### src/rtl/inst_encoder.sv
// Instruction encoder: packs register/shift-form fields into a 16-bit word and
// writes it to instruction memory at an auto-incrementing pointer.
module inst_encoder #(
  parameter int ADDR_W = 8
) (
  input  logic              clk,
  input  logic              reset,
  input  logic              encode,
  input  logic              fmt,
  input  logic [1:0]        cond,
  input  logic [3:0]        op_code,
  input  logic [2:0]        dest_reg,
  input  logic [2:0]        src_reg1,
  input  logic [2:0]        src_reg2,
  input  logic [3:0]        shift_bits,
  input  logic              load_addr,
  input  logic [ADDR_W-1:0] start_addr,
  output logic              ready,
  output logic              mem_we,
  output logic [ADDR_W-1:0] mem_addr,
  output logic [15:0]       mem_data,
  input  logic              mem_ack,
  output logic              full,
  output logic [ADDR_W:0]   instr_count,
  output logic [1:0]        dbg_state
);

  typedef enum logic [1:0] {
    IDLE  = 2'd0,
    WRITE = 2'd1,
    FULL  = 2'd2
  } state_t;

  state_t state;
  state_t state_next;

  logic        accept;
  logic        do_load;
  logic        ack;
  logic        last_addr;
  logic [15:0] enc_word;

  // Memory write handshake: mem_we is the valid, mem_ack the ready. The word
  // and address stay frozen while mem_we=1 and the transfer completes on the
  // first cycle both are high.
  assign accept    = (state == IDLE) && encode && !load_addr;
  assign do_load   = load_addr && (state != WRITE);
  assign ack       = (state == WRITE) && mem_ack;
  assign last_addr = (mem_addr == {ADDR_W{1'b1}});

  assign enc_word = {cond, op_code, dest_reg, src_reg1,
                     fmt ? shift_bits : {src_reg2, 1'b0}};

  assign ready     = (state == IDLE);
  assign mem_we    = (state == WRITE);
  assign full      = (state == FULL);
  assign dbg_state = state;

  always_ff @(posedge clk or posedge reset) begin
    if (reset) begin
      state <= IDLE;
    end else begin
      state <= state_next;
    end
  end

  always_comb begin
    state_next = state;
    case (state)
      IDLE: begin
        if (load_addr)   state_next = IDLE;
        else if (encode) state_next = WRITE;
      end
      WRITE: begin
        if (mem_ack) state_next = last_addr ? FULL : IDLE;
      end
      FULL: begin
        if (load_addr) state_next = IDLE;
      end
      default: state_next = IDLE;
    endcase
  end

  // Pointer saturates at the top address; FULL then blocks further writes.
  always_ff @(posedge clk or posedge reset) begin
    if (reset) begin
      mem_addr    <= '0;
      mem_data    <= '0;
      instr_count <= '0;
    end else begin
      if (do_load) begin
        mem_addr    <= start_addr;
        instr_count <= '0;
      end
      if (accept) begin
        mem_data <= enc_word;
      end
      if (ack) begin
        instr_count <= instr_count + (ADDR_W+1)'(1);
        if (!last_addr) mem_addr <= mem_addr + ADDR_W'(1);
      end
    end
  end

endmodule

### config.mk
export PLATFORM = sky130hd
export DESIGN_NAME = inst_encoder
export DESIGN_NICKNAME = d
export VERILOG_FILES = /design/src/rtl/inst_encoder.sv
export SDC_FILE = /design/constraint.sdc
export NUM_CORES = 1
export LEC_CHECK = 0
export CAP_MARGIN = 10
export CORE_ASPECT_RATIO = 1.4
export CORE_MARGIN = 2
export CORE_UTILIZATION = 42
export CTS_CLUSTER_SIZE = 25
export DETAILED_ROUTE_END_ITERATION = 16
export GPL_TIMING_DRIVEN = 1
export PLACE_DENSITY = 0.79
export SYNTH_ARGS = -nofsm -noshare
export SYNTH_HDL_FRONTEND = slang
export SYNTH_SLANG_ARGS = --single-unit
### constraint.sdc
create_clock -name clk -period 1.9 [get_ports clk]
set_input_delay 0.475 -clock clk [delete_from_list [all_inputs] [get_ports clk]]
set_output_delay 0.475 -clock clk [all_outputs]
set_load 0.05 [all_outputs]
==> results of run 1 <==
[kinds of logic (layout without fill, tap and decap cells)]
kind of cell,count (synthesis),after routing,share of synthesized area
compound gates,31,31,0.111
xor+xnor,4,4,0.0210
fa+ha+maj,2,2,0.0150
buf+inv,9,90,0.0278
flops,35,35,0.526
mux,23,23,0.148
simple gates,47,47,0.152
[layer usage]
| layer | up-vias | part of all wire |
|---|---|---|
| li1 | 708 | - |
| met1 | 707 | 0.40 |
| met2 | 42 | 0.53 |
| met3 | 2 | 0.060 |
| met4 | 0 | 0.0081 |
| met5 | - | 0 |
[worst min-delay path by stage]
stage | endpoint | from | depth (start not counted)
3_3_place_gp | instr_count[8]$_DFFE_PP0P_ | instr_count[8]$_DFFE_PP0P_ | 1
3_5_place_dp | mem_data[10]$_DFFE_PP0P_ | mem_data[10]$_DFFE_PP0P_ | 1
2_1_floorplan | dbg_state[0]$_DFFE_PP0P_ | mem_ack | 1
6_report | instr_count[8]$_DFFE_PP0P_ | instr_count[8]$_DFFE_PP0P_ | 1
4_1_cts | mem_data[13]$_DFFE_PP0P_ | mem_data[13]$_DFFE_PP0P_ | 1
5_1_grt | mem_data[7]$_DFFE_PP0P_ | mem_data[7]$_DFFE_PP0P_ | 1
[layout make-up]
class                      instances  area [µm²]
inverter                           3        11.3
sequential                        35         877
fill                             327        1340
timing repair buffer              79         748
tap                               43        53.8
multi-input combinational        107         758
clock buffer                       8         100
[where the power goes]
part	internal, mW	switching (mW)	leakage [nW]
logic	0.428	0.722	0.701
clock network	0.331	0.244	0.0515
registers	0.877	0.137	0.428
total	1.64	1.10	1.18
[flip-flops by register name, indices dropped and copies added, names as in the netlist]
name / flops
mem_data: 16
mem_addr: 8
dbg_state: 2
instr_count: 9
[per-stage QoR]
stage / util / setup WS [ns] / instance area, µm²
after detailed placement: 0.629 / 0.000102 / 2440
after floorplan: - / 0.0669 / 1670
after global placement: 0.629 / 0.0349 / 2440
final: 0.656 / 0.0995 / 2550
after global routing: 0.656 / 0.0356 / 2550
after CTS: 0.656 / 0.0331 / 2550
[what timing repair did]
| item | in CTS | in global routing |
|---|---|---|
| setup buffers | 0 | 0 |
| endpoints found under the hold margin | 0 | 0 |
| setup endpoints to repair | 1 | 1 |
| gates resized for setup | 1 | 1 |
[cell usage in the layout (no fill, tap or decap), types with 2 or more instances in the layout]
| cell | netlist | layout |
|---|---|---|
| nand4_1 | 6 | 6 |
| xnor2_1 | 2 | 2 |
| ha_1 | 2 | 2 |
| mux2i_1 | 10 | 10 |
| o21ai_0 | 13 | 13 |
| dfrtp_1 | 35 | 34 |
| a22o_1 | 2 | 2 |
| xor2_1 | 2 | 2 |
| clkbuf_8 | 0 | 7 |
| nor2_1 | 12 | 12 |
| nand3_1 | 9 | 9 |
| and3_1 | 4 | 4 |
| nand2_1 | 8 | 8 |
| buf_12 | 0 | 6 |
| a21oi_1 | 8 | 8 |
| inv_1 | 3 | 3 |
| o31ai_1 | 2 | 2 |
| mux2_2 | 12 | 12 |
| buf_4 | 2 | 41 |
| clkdlybuf4s50_1 | 0 | 32 |
==> summary.md, run 1 <==
| Metric | Value |
|---|---|
| Area Growth Syn to Fin | 52.9% |
| Die height | 78.5 µm |
| Routing usage on met3 | 0.0494 |
| CTS root buf | clkbuf_8 |
| Setup crit end | mem_we |
| Antenna violations before repair | 0 |
| Pin count of the biggest net entering global routing | 36 |
| Worst reg2reg endpoint | mem_addr[0]$_DFF_PP0_ |
| Max Root-Sink Buffers | 2 |
| Initial DRC Count | 23 |
| IO Count | 71 |
| Final min period | 1.80 ns |
| Initial core utilization | 0.429 |
| Die area | 4500 µm² |
| Pleak | 1.18 nW |
| Worst vdd ir | 0.749 mV |
| Largest cells by area after synthesis | dfrtp_1 (53%), mux2_2 (8.1%), mux2i_1 (6.0%) |
| Setup TNS | 0 ns |
| WP data arrival | 1.33 ns |
| Post-synth cell types | 33 |
| Worst Setup SP | dbg_state[1]$_DFFE_PP0P_ |
| Worst Setup End Kind | output port |
| Vias in the first global route | 1449 |
| Cts hold-fix bufs | 0 |
| Critical path depth | 3 |
| Number of remaining DRC errors | 0 |
| Worst-path fanout max | 8 |
| Cell Chain, Critical Path | nand2b_2, inv_1, buf_12 |
| Run status | finished, final reports clean |
| FP Rows | 27 |
| Share of the synthesized area in the top cell type | 0.526 |
| Htree depth | 2 |
| Number of max-cap violations | 0 |
| Antenna-violating nets left | 0 |
| DIE WIDTH | 57.2 µm |
| Final WL | 3810 µm |
| Rel. slew slack | 0.704 |
| Area of the mapped netlist | 1670 µm² |
| # setup viols final | 0 |
| Slew of the pin with the lowest slew margin | 0.444 ns |
| Kind of start point of the critical path | flop |
| Vias | 1459 |
| Async set-reset flop share out of synthesis | 1.00 |
| Prevailing post-synth register cell | dfrtp_1 |
| Fin Hold WS | 0.507 ns |
| Delay of the slowest critical-path stage | 0.47 ns |
| Mapped Cells | 151 |
| Seq/Total Area, Yosys | 0.526 |
| Antenna cells | 0 |
| Clock sink count | 35 |
| Routability cong. | 0.783 |
| Pwr/cell area | 1080 nW/µm² |
| First-pass GRT wire length | 6380 µm |
| Fin cells | 275 |
| Final worst clock skew | 0.00876 ns |
| CTS tree | built |
| Placed wire-length estimate | 2900 µm |
| All-Layer GR Usage | 0.181 |
| RSZ-0062 raised after global routing | false |
| Vias per cell | 5.31 |
| Post-layout total power | 2.74 mW |
| Yosys top cell by area | dfrtp_1 |
| Layout cells sized above 1 | 0.310 |
| F_max | 555 MHz |
| Syn. warnings | 0 |
| Fin. Hold Viols | 0 |
| Met1 Use GR | 0.202 |
| DP Cell Count | 267 |
| Core area | 3880 µm² |
| Met2 GRT Util | 0.322 |
| Synth top cells by count | dfrtp_1 (35), o21ai_0 (13), mux2_2 (12), nor2_1 (12), mux2i_1 (10) |
| Tcrit/Tclk final | 0.948 |
| Slowest library cell on the worst path | dfrtp_2 |
| Syn_nets | 186 |
| IO Port Bufs | 70 |
| Final slew viol count | 0 |
| FF+latch count, synth | 35 |
| Nets@finish | 266 |
| Synthesized area per cell | 11.0 µm² |
| Min-Delay Path Class | flop to flop |
| DR WL/cell | 13.9 µm |
| Most used routing layer | met2 |
| R2r worst-path depth | 5 |
| Total CTS buffers | 5 |
| Post-synth EDFFs | 0 |
| Insertion delay to the later sink of the worst-skew pair | 0.28 ns |
| Crit-path leading delay family | flip-flops |
| Total gr overflow | 0 |
| Critical path class | flop to output port |
| FF-to-FF Start | mem_addr[0]$_DFF_PP0_ |
| TritonRoute pass-1 iters | 4 |
| Worst-path clk slew | 0.07 ns |
| Worst R2R Setup Slack | 0.34 ns |
| Buf/Inv on CP | 2 |
| Worst Path Required | 1.42 ns |
| Most frequent cell after synthesis | dfrtp_1 |
Note: power is estimated with default switching activity, not from simulation.
==> inputs of run 2 (changes only) <==
- clock period: 1.9 -> 1.7 ns (I/O delays scaled with it)
==> summary.md, run 2 (same netlist as run 1, synthesis figures left out) <==
| Metric | Value |
|---|---|
| Run status | finished, final reports clean |
| Critical path class | flop to output port |
| Die area | 4500 µm² (unchanged) |
| Worst Setup End Kind | output port |
| Area Growth Syn to Fin | 69.9% |
| Worst-path fanout max | 6 (-2) |
| Die height | 78.5 µm (unchanged) |
| Number of max-cap violations | 0 (unchanged) |
| Worst-path clk slew | 0.07 ns (about the same) |
| DR WL/cell | 14.5 µm (+4.4%) |
| Total gr overflow | 0 (unchanged) |
| Max reg flops | 16 (unchanged) |
| Antenna-violating nets left | 0 (unchanged) |
| Net Sw Power | 1.30 mW (+18%) |
| Number of remaining DRC errors | 0 (unchanged) |
| Insertion delay to the later sink of the worst-skew pair | 0.29 ns (about the same) |
| Fillers | 279 (-15%) |
| Sequential Power Share | 0.348 (-0.022) |
| Final WL | 4090 µm (+7.4%) |
| Clock Power Share | 0.188 (-0.022) |
| Initial core utilization | 0.429 (unchanged) |
| Final worst clock skew | 0.00561 ns (-0.00314 ns) |
| DIE WIDTH | 57.2 µm (unchanged) |
| Placed wire-length estimate | 2970 µm (+2.2%) |
| Register Area | 881 µm² (+0.43%) |
| Pin count of the biggest net entering global routing | 36 (unchanged) |
| DP Cell Count | 271 (+1.5%) |
| Fin cells | 283 (+2.9%) |
| Kind of start point of the critical path | flop |
| F_max | 609 MHz |
| # setup viols final | 0 (unchanged) |
| Vias per cell | 5.29 (-0.23%) |
| Most frequent cells in the layout | clkdlybuf4s50_1 (32), dfrtp_1 (31), buf_4 (31), buf_12 (24), o21ai_0 (13) |
| Area after DPL | 2700 µm² (+10%) |
| Antenna violations before repair | 0 (unchanged) |
| Area occupied by multi-input gates | 761 µm² (+0.33%) |
| Nets@finish | 274 (+3.0%) |
| Fin. Hold Viols | 0 (unchanged) |
| Worst reg2reg endpoint | mem_data[7]$_DFFE_PP0P_ |
| TritonRoute pass-1 iters | 4 (unchanged) |
| Rel. slew slack | 0.721 (+0.0172) |
| Setup ws final | 0.0592 ns (-0.0403 ns) |
| First-pass GRT wire length | 6820 µm (+6.9%) |
| Tcrit/Tclk final | 0.965 |
| Comb pwr share | 0.464 (+0.044) |
| Worst Path Required | 1.27 ns (-0.15 ns) |
| Initial DRC Count | 42 (+83%) |
| Antenna cells | 0 (unchanged) |
| FF-to-FF Start | dbg_state[0]$_DFFE_PP0P_ |
| Switching Fraction | 0.397 (-0.00624) |
| IO Port Bufs | 70 (unchanged) |
| Pwr/cell area | 1160 nW/µm² (+7.7%) |
| Min-Delay Path Class | input pin to async pin |
| All-Layer GR Usage | 0.195 (+0.0142) |
| Final slew viol count | 0 (unchanged) |
| Vias in the first global route | 1487 (+2.6%) |
| Internal Pwr Total | 1.98 mW (+21%) |
| Worst R2R Setup Slack | 0.16 ns (-0.18 ns) |
| RSZ-0062 raised after global routing | false |
| Routability cong. | 0.796 (+1.7%) |
| Pleak | 1.28 nW (+8.7%) |
| CTS root buf | clkbuf_8 |
| R2r worst-path depth | 4 (-1) |
| Setup slack after placement | -0.147 ns (-0.148 ns) |
| Clock sink count | 35 (unchanged) |
| Layout cells sized above 1 | 0.350 (+0.0397) |
| Most common cell after layout, fill and taps aside | clkdlybuf4s50_1 |
| Core area | 3880 µm² (unchanged) |
| Final min period | 1.64 ns |
| Biggest regs | mem_data: 16 flops, instr_count: 9 flops, mem_addr: 8 flops |
| FP Rows | 27 (unchanged) |
| IO Count | 71 (unchanged) |
| Worst vdd ir | 0.959 mV (+28%) |
| CTS tree | built |
| Max Root-Sink Buffers | 2 (unchanged) |
| Htree depth | 2 (unchanged) |
| Total CTS buffers | 5 (unchanged) |
| Slew of the pin with the lowest slew margin | 0.418 ns (-0.0258 ns) |
| WP data arrival | 1.22 ns (-0.11 ns) |
| Largest Register | mem_data |
| Final Cell Area | 2830 µm² (+11%) |
| Vias | 1498 (+2.7%) |
==> run 2: cell types whose count changed in the layout (fill, tap and decap cells not counted), sizes merged <==
cell,change
buf,+8
clkbuf,-1
clkinv,+1
==> run 2: final cells by class <==
cell class | instances | area share
clock buffer | 7 | 0.0305
clock inverter | 1 | 0.00177
inverter | 3 | 0.00398
multi-input combinational | 107 | 0.269
sequential | 35 | 0.311
tap | 43 | 0.0190
timing repair buffer | 87 | 0.365
==> run 2: worst max-delay path, cell delays in order (launching register included) <==
cell and delay, ns:
dfrtp_2 0.41, nand2b_2 0.24, inv_1 0.13, buf_12 0.14
==> run 2: repair_timing <==
action                                  4_1_cts  5_1_grt
resized for setup                             1        0
hold buffers                                  0        0
gates cloned                                  0        0
endpoints found under the setup margin        1        1
setup buffers                                 2        2
==> run 2: power by group through the flow <==
stage	registers [mW]	clock network (mW)	logic, mW
3_3_place_gp	1.16	0	1.48
5_1_grt	1.17	0.667	1.60
6_report	1.14	0.618	1.52
4_1_cts	1.15	0.635	1.51
3_5_place_dp	1.16	0	1.50
2_1_floorplan	1.65	0	0.330
==> run 2: worst max path at each step <==
stage,startpoint,end,slack [ns],depth (start not counted)
floorplan,dbg_state[1]$_DFFE_PP0P_,mem_addr[6]$_DFF_PP0_,0.08,5
global placement,load_addr,mem_data[12]$_DFFE_PP0P_,-0.11,4
detailed placement,load_addr,mem_data[7]$_DFFE_PP0P_,-0.15,4
CTS,dbg_state[0]$_DFFE_PP0P_,mem_we,0.04,3
global route,mem_addr[0]$_DFF_PP0_,mem_addr[1]$_DFF_PP0_,0.006,5
finish,dbg_state[1]$_DFFE_PP0P_,mem_we,0.06,3
==> run 2: routing by layer <==
layer | track usage | up-vias | wire, µm | share of wire
met5 | 0 | - | 0 | 0
met4 | 0.0628 | 0 | 44 | 0.011
met3 | 0.0593 | 5 | 262 | 0.064
met2 | 0.343 | 57 | 2140 | 0.52
met1 | 0.223 | 716 | 1650 | 0.40
li1 | - | 720 | - | -
==> run 2: through the flow <==
| stage | util | hold WS (ns) | TNS (ns) | power (mW) |
|---|---|---|---|---|
| global route | 0.729 | 0.507 | 0 | 3.43 |
| floorplan | - | 0.519 | 0 | 1.98 |
| global placement | 0.694 | 0.490 | -1.87 | 2.64 |
| detailed placement | 0.694 | 0.496 | -2.42 | 2.66 |
| CTS | 0.722 | 0.480 | 0 | 3.29 |
| finish | 0.729 | 0.473 | 0 | 3.28 |
